## config.mk

```make
export PLATFORM = sky130hd
export DESIGN_NAME = sobel_grad_pipe_flat
export DESIGN_NICKNAME = d
export VERILOG_FILES = /design/src/rtl/sobel_pkg.sv /design/src/rtl/sobel_grad_pipe_if.sv /design/src/rtl/sobel_abs_diff.sv /design/src/rtl/sobel_grad_pipe.sv /design/src/flat_wrapper.sv
export SDC_FILE = /design/constraint.sdc
export NUM_CORES = 1
export LEC_CHECK = 0
export ABC_AREA = 1
export ABC_CLOCK_PERIOD_IN_PS = 4500
export CORE_ASPECT_RATIO = 1.5
export CORE_MARGIN = 2
export CORE_UTILIZATION = 55
export DETAILED_ROUTE_END_ITERATION = 10
export GPL_TIMING_DRIVEN = 0
export PLACE_DENSITY = 0.77
export SYNTH_ARGS = -nofsm -noshare
export SYNTH_HDL_FRONTEND = slang
export SYNTH_SLANG_ARGS = --single-unit
```

## constraint.sdc

```tcl
create_clock -name clk -period 4.5 [get_ports clk]
set_input_delay 0.9 -clock clk [delete_from_list [all_inputs] [get_ports clk]]
set_output_delay 0.9 -clock clk [all_outputs]
set_load 0.02 [all_outputs]
```

## src/rtl/sobel_pkg.sv

```systemverilog
// Shared Sobel definitions: output modes, 3x3 window tap indices and magnitude width derivation.
// Also used by the window generator and the testbench.
package sobel_pkg;

   localparam logic [1:0] MODE_L1     = 2'd0;
   localparam logic [1:0] MODE_LEGACY = 2'd1;
   localparam logic [1:0] MODE_BIN    = 2'd2;
   localparam logic [1:0] MODE_MAX    = 2'd3;

   // Row-major window taps, d0 = top-left.
   localparam int WIN_D0 = 0;
   localparam int WIN_D1 = 1;
   localparam int WIN_D2 = 2;
   localparam int WIN_D3 = 3;
   localparam int WIN_D4 = 4;
   localparam int WIN_D5 = 5;
   localparam int WIN_D6 = 6;
   localparam int WIN_D7 = 7;
   localparam int WIN_D8 = 8;

   // |gx|+|gy| <= 8*(2^pix_w-1) needs three extra bits.
   function automatic int mag_w(input int pix_w);
      return pix_w + 3;
   endfunction

endpackage

```

## src/rtl/sobel_grad_pipe_if.sv

```systemverilog
// Window-in / pixel-out stream bundle of the Sobel engine; master is the upstream/downstream side,
// slave is the engine.
interface sobel_grad_pipe_if #(
   parameter int PIX_W = 8
);
   logic               in_valid;
   logic               in_ready;
   logic [9*PIX_W-1:0] in_win;
   logic               in_last;
   logic               out_valid;
   logic               out_ready;
   logic [PIX_W-1:0]   out_pix;
   logic               out_edge;
   logic               out_last;

   modport master (
      output in_valid, in_win, in_last, out_ready,
      input  in_ready, out_valid, out_pix, out_edge, out_last
   );

   modport slave (
      input  in_valid, in_win, in_last, out_ready,
      output in_ready, out_valid, out_pix, out_edge, out_last
   );
endinterface

```

## src/rtl/sobel_abs_diff.sv

```systemverilog
// Registered absolute difference |a-b| with clock enable; one instance per gradient axis.
module sobel_abs_diff #(
   parameter int W = 11
) (
   input  logic         clk,
   input  logic         rst,
   input  logic         en,
   input  logic [W-1:0] a,
   input  logic [W-1:0] b,
   output logic [W-1:0] y
);

   always_ff @(posedge clk) begin
      if (rst) begin
         y <= '0;
      end else if (en) begin
         y <= (a >= b) ? (a - b) : (b - a);
      end
   end

endmodule

```

## src/rtl/sobel_grad_pipe.sv

```systemverilog
// Stallable 4-stage Sobel gradient engine: partial sums, |gx|/|gy|, magnitude/max, mode select.
// Also keeps a per-frame count of edge pixels reported at each frame end.
module sobel_grad_pipe
   import sobel_pkg::*;
#(
   parameter int  PIX_W = 8,
   parameter int  CNT_W = 20,
   localparam int MAG_W = mag_w(PIX_W)
) (
   input  logic             clk,
   input  logic             rst,
   input  logic [1:0]       cfg_mode,
   input  logic [MAG_W-1:0] cfg_thresh,
   sobel_grad_pipe_if.slave bus,
   output logic [CNT_W-1:0] edge_count,
   output logic             count_valid
);

   localparam logic [MAG_W-1:0] PMAX_MAG = MAG_W'((1 << PIX_W) - 1);
   localparam logic [PIX_W-1:0] PMAX_PIX = {PIX_W{1'b1}};

   logic en;
   assign en           = !bus.out_valid || bus.out_ready;
   assign bus.in_ready = en;

   logic [MAG_W-1:0] d [9];
   generate
      for (genvar gi = 0; gi < 9; gi++) begin : g_unpack
         assign d[gi] = MAG_W'(bus.in_win[gi*PIX_W +: PIX_W]);
      end
   endgenerate

   logic unused_center;
   assign unused_center = ^d[WIN_D4];

   // Sideband (valid, mode, threshold, last) travels alongside the data of stages 1..3.
   logic             valid_reg [1:3];
   logic [1:0]       mode_reg  [1:3];
   logic [MAG_W-1:0] thr_reg   [1:3];
   logic             last_reg  [1:3];

   always_ff @(posedge clk) begin
      if (rst) begin
         for (int s = 1; s <= 3; s++) begin
            valid_reg[s] <= 1'b0;
            mode_reg[s]  <= '0;
            thr_reg[s]   <= '0;
            last_reg[s]  <= 1'b0;
         end
      end else if (en) begin
         valid_reg[1] <= bus.in_valid;
         mode_reg[1]  <= cfg_mode;
         thr_reg[1]   <= cfg_thresh;
         last_reg[1]  <= bus.in_last;
         for (int s = 2; s <= 3; s++) begin
            valid_reg[s] <= valid_reg[s-1];
            mode_reg[s]  <= mode_reg[s-1];
            thr_reg[s]   <= thr_reg[s-1];
            last_reg[s]  <= last_reg[s-1];
         end
      end
   end

   // S1: left, right, top, bottom column/row weighted sums.
   logic [MAG_W-1:0] sum_reg [4];

   always_ff @(posedge clk) begin
      if (rst) begin
         for (int k = 0; k < 4; k++) sum_reg[k] <= '0;
      end else if (en) begin
         sum_reg[0] <= d[WIN_D0] + (d[WIN_D3] << 1) + d[WIN_D6];
         sum_reg[1] <= d[WIN_D2] + (d[WIN_D5] << 1) + d[WIN_D8];
         sum_reg[2] <= d[WIN_D0] + (d[WIN_D1] << 1) + d[WIN_D2];
         sum_reg[3] <= d[WIN_D6] + (d[WIN_D7] << 1) + d[WIN_D8];
      end
   end

   // S2: abs_reg[0] = |gx|, abs_reg[1] = |gy|.
   logic [MAG_W-1:0] abs_reg [2];
   generate
      for (genvar gi = 0; gi < 2; gi++) begin : g_abs
         sobel_abs_diff #(.W(MAG_W)) u_abs (
            .clk (clk),
            .rst (rst),
            .en  (en),
            .a   (sum_reg[2*gi]),
            .b   (sum_reg[2*gi+1]),
            .y   (abs_reg[gi])
         );
      end
   endgenerate

   // S3: L1 magnitude and dominant axis.
   logic [MAG_W-1:0] mag_reg;
   logic [MAG_W-1:0] max_reg;

   always_ff @(posedge clk) begin
      if (rst) begin
         mag_reg <= '0;
         max_reg <= '0;
      end else if (en) begin
         mag_reg <= abs_reg[0] + abs_reg[1];
         max_reg <= (abs_reg[0] >= abs_reg[1]) ? abs_reg[0] : abs_reg[1];
      end
   end

   // S4: threshold and output mode select.
   logic             edge_flag;
   logic [PIX_W-1:0] clip_mag;
   logic [PIX_W-1:0] clip_max;
   logic [PIX_W-1:0] pix_next;

   assign edge_flag = (mag_reg >= thr_reg[3]);
   assign clip_mag  = (mag_reg > PMAX_MAG) ? PMAX_PIX : mag_reg[PIX_W-1:0];
   assign clip_max  = (max_reg > PMAX_MAG) ? PMAX_PIX : max_reg[PIX_W-1:0];

   always_comb begin
      pix_next = clip_mag;
      case (mode_reg[3])
         MODE_L1:     pix_next = clip_mag;
         MODE_LEGACY: pix_next = edge_flag ? PMAX_PIX : clip_mag;
         MODE_BIN:    pix_next = edge_flag ? PMAX_PIX : '0;
         MODE_MAX:    pix_next = clip_max;
         default:     pix_next = clip_mag;
      endcase
   end

   always_ff @(posedge clk) begin
      if (rst) begin
         bus.out_valid <= 1'b0;
         bus.out_pix   <= '0;
         bus.out_edge  <= 1'b0;
         bus.out_last  <= 1'b0;
      end else if (en) begin
         bus.out_valid <= valid_reg[3];
         bus.out_pix   <= pix_next;
         bus.out_edge  <= edge_flag;
         bus.out_last  <= last_reg[3];
      end
   end

   // The frame-closing pixel is included in the reported count; counting then restarts at zero.
   logic             out_hs;
   logic [CNT_W-1:0] cnt_reg;
   logic [CNT_W-1:0] cnt_next;

   assign out_hs   = bus.out_valid && bus.out_ready;
   assign cnt_next = (bus.out_edge && (cnt_reg != '1)) ? cnt_reg + CNT_W'(1) : cnt_reg;

   always_ff @(posedge clk) begin
      if (rst) begin
         cnt_reg     <= '0;
         edge_count  <= '0;
         count_valid <= 1'b0;
      end else begin
         count_valid <= 1'b0;
         if (out_hs) begin
            if (bus.out_last) begin
               edge_count  <= cnt_next;
               count_valid <= 1'b1;
               cnt_reg     <= '0;
            end else begin
               cnt_reg <= cnt_next;
            end
         end
      end
   end

endmodule

```

## src/flat_wrapper.sv

```systemverilog
// flat-port wrapper written by rule: the top's interface ports become plain ports
module sobel_grad_pipe_flat import sobel_pkg::*;
#(
   parameter int  PIX_W = 8,
   parameter int  CNT_W = 20,
   localparam int MAG_W = mag_w(PIX_W)
)
  (clk, rst, cfg_mode, cfg_thresh, edge_count, count_valid, bus_in_valid, bus_in_win, bus_in_last, bus_out_ready, bus_in_ready, bus_out_valid, bus_out_pix, bus_out_edge, bus_out_last);
  sobel_grad_pipe_if #(.PIX_W(PIX_W)) bus_i ();
  input  logic clk;
  input  logic rst;
  input  logic [1:0] cfg_mode;
  input  logic [MAG_W-1:0] cfg_thresh;
  output logic [CNT_W-1:0] edge_count;
  output logic count_valid;
  input wire logic [$bits(bus_i.in_valid)-1:0] bus_in_valid;
  input wire logic [$bits(bus_i.in_win)-1:0] bus_in_win;
  input wire logic [$bits(bus_i.in_last)-1:0] bus_in_last;
  input wire logic [$bits(bus_i.out_ready)-1:0] bus_out_ready;
  output wire logic [$bits(bus_i.in_ready)-1:0] bus_in_ready;
  output wire logic [$bits(bus_i.out_valid)-1:0] bus_out_valid;
  output wire logic [$bits(bus_i.out_pix)-1:0] bus_out_pix;
  output wire logic [$bits(bus_i.out_edge)-1:0] bus_out_edge;
  output wire logic [$bits(bus_i.out_last)-1:0] bus_out_last;
  assign bus_i.in_valid = bus_in_valid;
  assign bus_i.in_win = bus_in_win;
  assign bus_i.in_last = bus_in_last;
  assign bus_i.out_ready = bus_out_ready;
  assign bus_in_ready = bus_i.in_ready;
  assign bus_out_valid = bus_i.out_valid;
  assign bus_out_pix = bus_i.out_pix;
  assign bus_out_edge = bus_i.out_edge;
  assign bus_out_last = bus_i.out_last;
  sobel_grad_pipe #(.PIX_W(PIX_W), .CNT_W(CNT_W)) u_core (.clk(clk), .rst(rst), .cfg_mode(cfg_mode), .cfg_thresh(cfg_thresh), .bus(bus_i), .edge_count(edge_count), .count_valid(count_valid));
endmodule
```

==> metrics.txt, run 1 <==
Starting Density=0.555; number of antenna violations at the first check in global routing=0; vias in the first global route=12400; fin crit share=0.874; cells after synthesis=1986; die extent in x=133 um; worst slew pin tran=907 ps; Max Slew Vio Count=0; Port Buffer Count=113; Resized Gates After CTS=0; Main synth FF type=dfxtp_1; first-pass GRT wire length=58.6 mm; DRC viols=0; full die area=26400 um^2; Wirelength per Cell=14.8 um; clock buffer depth=2; Most common cell on crit path=inv_1; VDD IR max=0.000273 V; gr ovfl total=0; Vias/cell=5.25; CTS tree=yes; Placement Rows=71; layout cells sized above 1=0.0333; die height=198 um; number of synthesized flops with an enable pin=89; pwr dens=485 nW/um^2; Post-Layout Cell Count=2460; Slew headroom=0.396; fin util=0.643; clk root buf=clkbuf_16; most common cell after layout, fill and taps aside=nand2_1; ys async rst share=0; Final Setup Violations=0; Tmin final=3930 ps; Mapped Avg Cell Area=6.95 um^2; GRT Total Usage=0.280; Detailed Routing Iterations Pass 1=5; CP cell instances=clkdlybuf4s50_1, inv_1, fa_1, o21ai_0, a21oi_1, o21ai_0, xor2_1, inv_1, ha_1, nand2_1, inv_1, a21oi_1, nand2_1, inv_1, nand3_1, nand3_1, inv_1; clock-pin slew on the worst setup and hold paths=70 ps; Iteration-0 DRC Markers=670; crit path DAT=4150 ps; clock latency on the worst-skew pair=450 ps; CTS Hold Bufs=0; Clock Skew=13.5 ps; htree depth=4; worst hold slack=450 ps; Seq/Total Area, Yosys=0.333; Worst path slowest cell=clkdlybuf4s50_1; largest fanout on the critical path=5; max reg flops=44; WL final=36.4 mm; Max Cap Viol=0; LEAKAGE=0.00782 uW; total power=7750 uW; Yosys warnings=0; crit path kind=in -> reg; Detailed Place HPWL=29.7 mm; #FFs+latches synth=185; status=completed; clk sink count=185; gp weighted congestion=0.989; Hold Path Class=reg -> reg; Yosys cell types=34; Fillers=2279; Max Fclk=254 MHz; Critical Path Max Stage Delay=580 ps; CTS Buf Count=17; Critical Path RT=4710 ps; buffers and inverters on the worst path=6; vias=12900; Crit. End Element=flop; setup_tns=0 ps; Detail Route Antenna Nets=0; highest-count cells in the layout ignoring fill and taps=569 x nand2_1, 339 x inv_1, 159 x nor2_1; Startpoint Class=primary input; Synth-to-Final Area Change=15.8%; # Post-CTS Setup Buffers=0; Mapped Area=13800 um^2; largest net degree at the start of global routing=51; RSZ-0062 raised after global routing=no; Final Hold Violating Endpoints=0; core area=24900 um^2; delay-heaviest family, CP=compound AO/OA/AOI/OAI gates; placed insts=2428; Diodes inserted=0; Post-Synthesis Net Count=2224; IO Pins=123; fin nets=2357
power by group:
group	leakage, uW	switching, uW	internal, uW
clock network	0.000293	772	757
registers	0.00183	215	2070
logic	0.00570	2540	1390
metal layers:
metal	wire [um]	track usage	vias up
li1	-	-	6623
met1	13800	0.287	5867
met2	19400	0.534	332
met3	1180	0.0399	105
met4	2070	0.168	0
met5	0	0	-
per-stage QoR:
step	worst slack (ps)	instance area, um^2
floorplan	1090	13800
global placement	188	15300
detailed placement	101	15400
CTS	569	16000
global route	279	16000
finish	565	16000
path summary, 6_finish.rpt:
kind                                                         start                                 end  slack, ps  cells past startpoint
worst max-delay path                                 bus_in_win[2]  u_core.sum_reg[0][8]$_SDFFCE_PN0P_        570                     17
worst min-delay path            u_core.bus.out_pix[6]$_SDFFE_PP0N_  u_core.bus.out_pix[6]$_SDFFE_PP0N_        450                      2
worst max register to register   u_core.bus.out_valid$_SDFFE_PP0N_  u_core.sum_reg[3][6]$_SDFFCE_PN0P_       2060                      7
worst min register to register  u_core.bus.out_pix[6]$_SDFFE_PP0N_  u_core.bus.out_pix[6]$_SDFFE_PP0N_        450                      2
logic make-up (layout without fill, tap and decap cells):
kind of cell,count (synthesis),count (layout),share of synthesized area
flip-flops,185,185,0.333
buffers and inverters,392,538,0.110
XOR/XNOR,45,45,0.0285
AND/OR/NAND/NOR,939,939,0.280
adder cells (fa/ha/maj),148,148,0.141
AO/OA/AOI/OAI,277,277,0.107
area by class of cell:
type / instances / area (um^2) / area share
clock buffer: 17 / 425 / 0.0266
sequential: 185 / 4590 / 0.287
inverter: 341 / 1280 / 0.0802
timing repair buffer: 114 / 1150 / 0.0720
multi-input combinational: 1409 / 7690 / 0.481
buffer: 51 / 244 / 0.0153
tap: 328 / 410 / 0.0257
clock inverter: 15 / 188 / 0.0117
synthesized netlist by cell type, types with 2 or more instances:
master / n / area (um^2)
nand2_1: 569 / 2140
inv_1: 339 / 1270
nor2_1: 159 / 597
nand3_1: 154 / 771
a21oi_1: 151 / 756
ha_1: 135 / 1690
dfxtp_1: 96 / 1920
edfxtp_1: 89 / 2670
o21ai_0: 85 / 425
nand4_1: 31 / 194
clkbuf_1: 29 / 109
xor2_1: 28 / 245
xnor2_1: 17 / 149
o21bai_1: 15 / 113
buf_2: 14 / 70.1
fa_1: 13 / 260
nor3_1: 11 / 55.1
a31oi_1: 6 / 37.5
nand2_2: 6 / 37.5
o21a_1: 6 / 45.0
o211ai_1: 5 / 37.5
buf_6: 4 / 45.0
clkbuf_2: 4 / 20.0
o22ai_1: 4 / 25.0
a21o_1: 3 / 22.5
nor2_2: 3 / 18.8
inv_2: 2 / 7.51
nand3b_1: 2 / 15.0
worst min-delay path, stage by stage, from the launching register on:
cell and delay (ps):
dfxtp_1 310, nand2_1 60, nand2_1 40
(Power assumes the default switching activity.)
==> run 2: changes to the inputs <==
--- a/config.mk
+++ b/config.mk
@@ -6,10 +6,11 @@
 export NUM_CORES = 1
 export LEC_CHECK = 0
 export ABC_AREA = 1
-export ABC_CLOCK_PERIOD_IN_PS = 4500
+export ABC_CLOCK_PERIOD_IN_PS = 4700
 export CORE_ASPECT_RATIO = 1.5
 export CORE_MARGIN = 2
 export CORE_UTILIZATION = 55
+export CTS_CLUSTER_DIAMETER = 30
 export DETAILED_ROUTE_END_ITERATION = 10
 export GPL_TIMING_DRIVEN = 0
 export PLACE_DENSITY = 0.77
==> constraint.sdc (replaced) <==
create_clock -name clk -period 4.7 [get_ports clk]
set_input_delay 0.94 -clock clk [delete_from_list [all_inputs] [get_ports clk]]
set_output_delay 0.94 -clock clk [all_outputs]
set_load 0.02 [all_outputs]
==> results of run 2 <==
Same layout as run 1 (identical final DEF). Status: completed.
Main changes from that run: setup slack after placement 101 ps -> 261 ps; setup slack after layout 565 ps -> 725 ps; register-to-register setup slack 2060 ps -> 2260 ps; total power 7750 uW -> 7420 uW; worst IR drop on VDD 0.000273 V -> 0.000261 V
==> run 3: changes to the inputs <==
--- a/config.mk
+++ b/config.mk
@@ -6,7 +6,7 @@
 export NUM_CORES = 1
 export LEC_CHECK = 0
 export ABC_AREA = 1
-export ABC_CLOCK_PERIOD_IN_PS = 4700
+export ABC_CLOCK_PERIOD_IN_PS = 3900
 export CORE_ASPECT_RATIO = 1.5
 export CORE_MARGIN = 2
 export CORE_UTILIZATION = 55
==> constraint.sdc (replaced) <==
create_clock -name clk -period 3.9 [get_ports clk]
set_input_delay 0.78 -clock clk [delete_from_list [all_inputs] [get_ports clk]]
set_output_delay 0.78 -clock clk [all_outputs]
set_load 0.02 [all_outputs]
==> metrics.txt, run 3 (synthesis results as in run 1) <==
clock-pin slew on the worst setup and hold paths=70 ps (about the same); Diodes inserted=0 (unchanged); die height=198 um (unchanged); Critical Path Max Stage Delay=580 ps (about the same); Detailed Routing Iterations Pass 1=7 (+2); Max Cap Viol=0 (unchanged); Fillers=2277 (-0.088%); Most common cell on crit path=inv_1; LEAKAGE=0.00782 uW (about the same); clock buffer depth=2 (unchanged); VDD IR max=0.000315 V; crit path kind=in -> reg; vias=13000 (+0.23%); Detailed Place HPWL=29.7 mm (unchanged); Worst Setup EP=u_core.sum_reg[0][8]$_SDFFCE_PN0P_; Detail Route Antenna Nets=0 (unchanged); most common cell after layout, fill and taps aside=nand2_1; RSZ-0062 raised after global routing=no; CTS tree=yes; vias in the first global route=12400 (unchanged); fin util=0.643 (about the same); gp weighted congestion=0.989 (unchanged); Clock Skew=13.2 ps (-0.247 ps); clk sink count=185 (unchanged); WP depth=17 (unchanged); highest-count cells in the layout ignoring fill and taps=569 x nand2_1, 339 x inv_1, 159 x nor2_1; Crit. End Element=flop; number of antenna violations at the first check in global routing=0 (unchanged); WL final=36.4 mm (+0.10%); Max Slew Vio Count=0 (unchanged); Final Setup Violations=0 (unchanged); largest fanout on the critical path=5 (unchanged); largest net degree at the start of global routing=51 (unchanged); Resized Gates After CTS=0 (unchanged); Placement Rows=71 (unchanged); pwr dens=560 nW/um^2; GRT Total Usage=0.280 (unchanged); die extent in x=133 um (unchanged); status=completed; CTS Hold Bufs=0 (unchanged); # Post-CTS Setup Buffers=0 (unchanged); CP startpoint=bus_in_win[2]; layout cells sized above 1=0.0338 (+0.000469); worst slew pin tran=896 ps (-11.1 ps); Synth-to-Final Area Change=15.8% (about the same); Max Fclk=276 MHz; Final Hold Violating Endpoints=0 (unchanged); CP cell instances=clkdlybuf4s50_1, inv_1, fa_1, o21ai_2, a21oi_1, o21ai_0, xor2_1, inv_1, ha_1, nand2_1, inv_1, a21oi_1, nand2_1, inv_1, nand3_1, nand3_1, inv_1; Worst R2R Path Depth=7 (unchanged); htree depth=4 (unchanged); Starting Density=0.555 (unchanged); buffers and inverters on the worst path=6 (unchanged); Critical R2R Capture=u_core.sum_reg[3][6]$_SDFFCE_PN0P_; fin crit share=0.929; max reg flops=44 (unchanged); Worst path slowest cell=clkdlybuf4s50_1; DRC viols=0 (unchanged); IO Pins=123 (unchanged); Tmin final=3620 ps; Port Buffer Count=113 (unchanged); Startpoint Class=primary input; delay-heaviest family, CP=buffers and inverters; first-pass GRT wire length=58.6 mm (unchanged); R2R Setup Slk=1460 ps; Iteration-0 DRC Markers=756 (+13%); Vias/cell=5.27 (+0.23%); fin nets=2357 (unchanged); Slew headroom=0.403 (+0.00741); clock latency on the worst-skew pair=450 ps (about the same); worst reg2reg startpoint=u_core.bus.out_valid$_SDFFE_PP0N_; Critical Path RT=4110 ps; gr ovfl total=0 (unchanged); setup_tns=0 ps (unchanged); Wirelength per Cell=14.8 um (+0.10%); clk root buf=clkbuf_16; core area=24900 um^2 (unchanged); Hold Path Class=reg -> reg; CTS Buf Count=17 (unchanged); full die area=26400 um^2 (unchanged); crit path DAT=3840 ps
[run 3: changes by cell type in the layout (fill, tap and decap cells not counted)]
cell     change
o21ai_2      +1
o21ai_0      -1
[run 3: how the worst min path moves through the flow]
stage / start / end / slack [ps] / cells after the start
3_3_place_gp: u_core.last_reg[3]$_DFFE_PP_ / u_core.bus.out_last$_SDFFE_PP0N_ / 430 / 2
3_5_place_dp: u_core.bus.out_pix[2]$_SDFFE_PP0N_ / u_core.bus.out_pix[2]$_SDFFE_PP0N_ / 440 / 2
5_1_grt: u_core.max_reg[10]$_SDFFE_PP0N_ / u_core.max_reg[10]$_SDFFE_PP0N_ / 470 / 2
4_1_cts: u_core.bus.out_pix[6]$_SDFFE_PP0N_ / u_core.bus.out_pix[6]$_SDFFE_PP0N_ / 450 / 2
2_1_floorplan: u_core.max_reg[0]$_SDFFE_PP0N_ / u_core.max_reg[0]$_SDFFE_PP0N_ / 420 / 2
6_report: u_core.bus.out_pix[6]$_SDFFE_PP0N_ / u_core.bus.out_pix[6]$_SDFFE_PP0N_ / 450 / 2
[run 3: worst reg2reg max path, delay by kind of cell, from the launching register on]
kind                   cells  cell delay, ps
and+or+nand+nor            3             520
buffers and inverters      4            1260
DFF                        1             390
[run 3: cell type report]
| class | count | area (um^2) | share of cell area |
|---|---|---|---|
| Inverter | 341 | 1280 | 0.0802 |
| Buffer | 51 | 244 | 0.0153 |
| Clock inverter | 15 | 188 | 0.0117 |
| Sequential cell | 185 | 4590 | 0.287 |
| Multi-Input combinational cell | 1409 | 7690 | 0.481 |
| Timing Repair Buffer | 114 | 1150 | 0.0720 |
| Clock buffer | 17 | 425 | 0.0266 |
| Tap cell | 328 | 410 | 0.0257 |
[run 3: layer usage]
| layer | track usage | vias to the layer above | routed length [um] |
|---|---|---|---|
| met1 | 0.287 | 5871 | 13700 |
| met3 | 0.0399 | 108 | 1270 |
| li1 | - | 6622 | - |
| met5 | 0 | - | 0 |
| met2 | 0.534 | 356 | 19400 |
| met4 | 0.168 | 0 | 2060 |
[run 3: where the power goes]
part           total, uW  leakage (uW)  internal [uW]  switching, uW
Sequential          2640       0.00183           2390            248
Combinational       4540       0.00570           1610           2940
Clock               1760      0.000293            873            891
[run 3: per-stage QoR]
step	hold WS [ps]	instance area (um^2)	total power (uW)	instances	setup WS, ps
4_1_cts	454	16000	8910	2460	88.8
6_report	450	16000	8950	2460	276
3_3_place_gp	433	15300	7060	2427	-292
3_5_place_dp	438	15400	7140	2428	-379
2_1_floorplan	421	13800	5900	1986	612
5_1_grt	473	16000	9680	2460	47.8
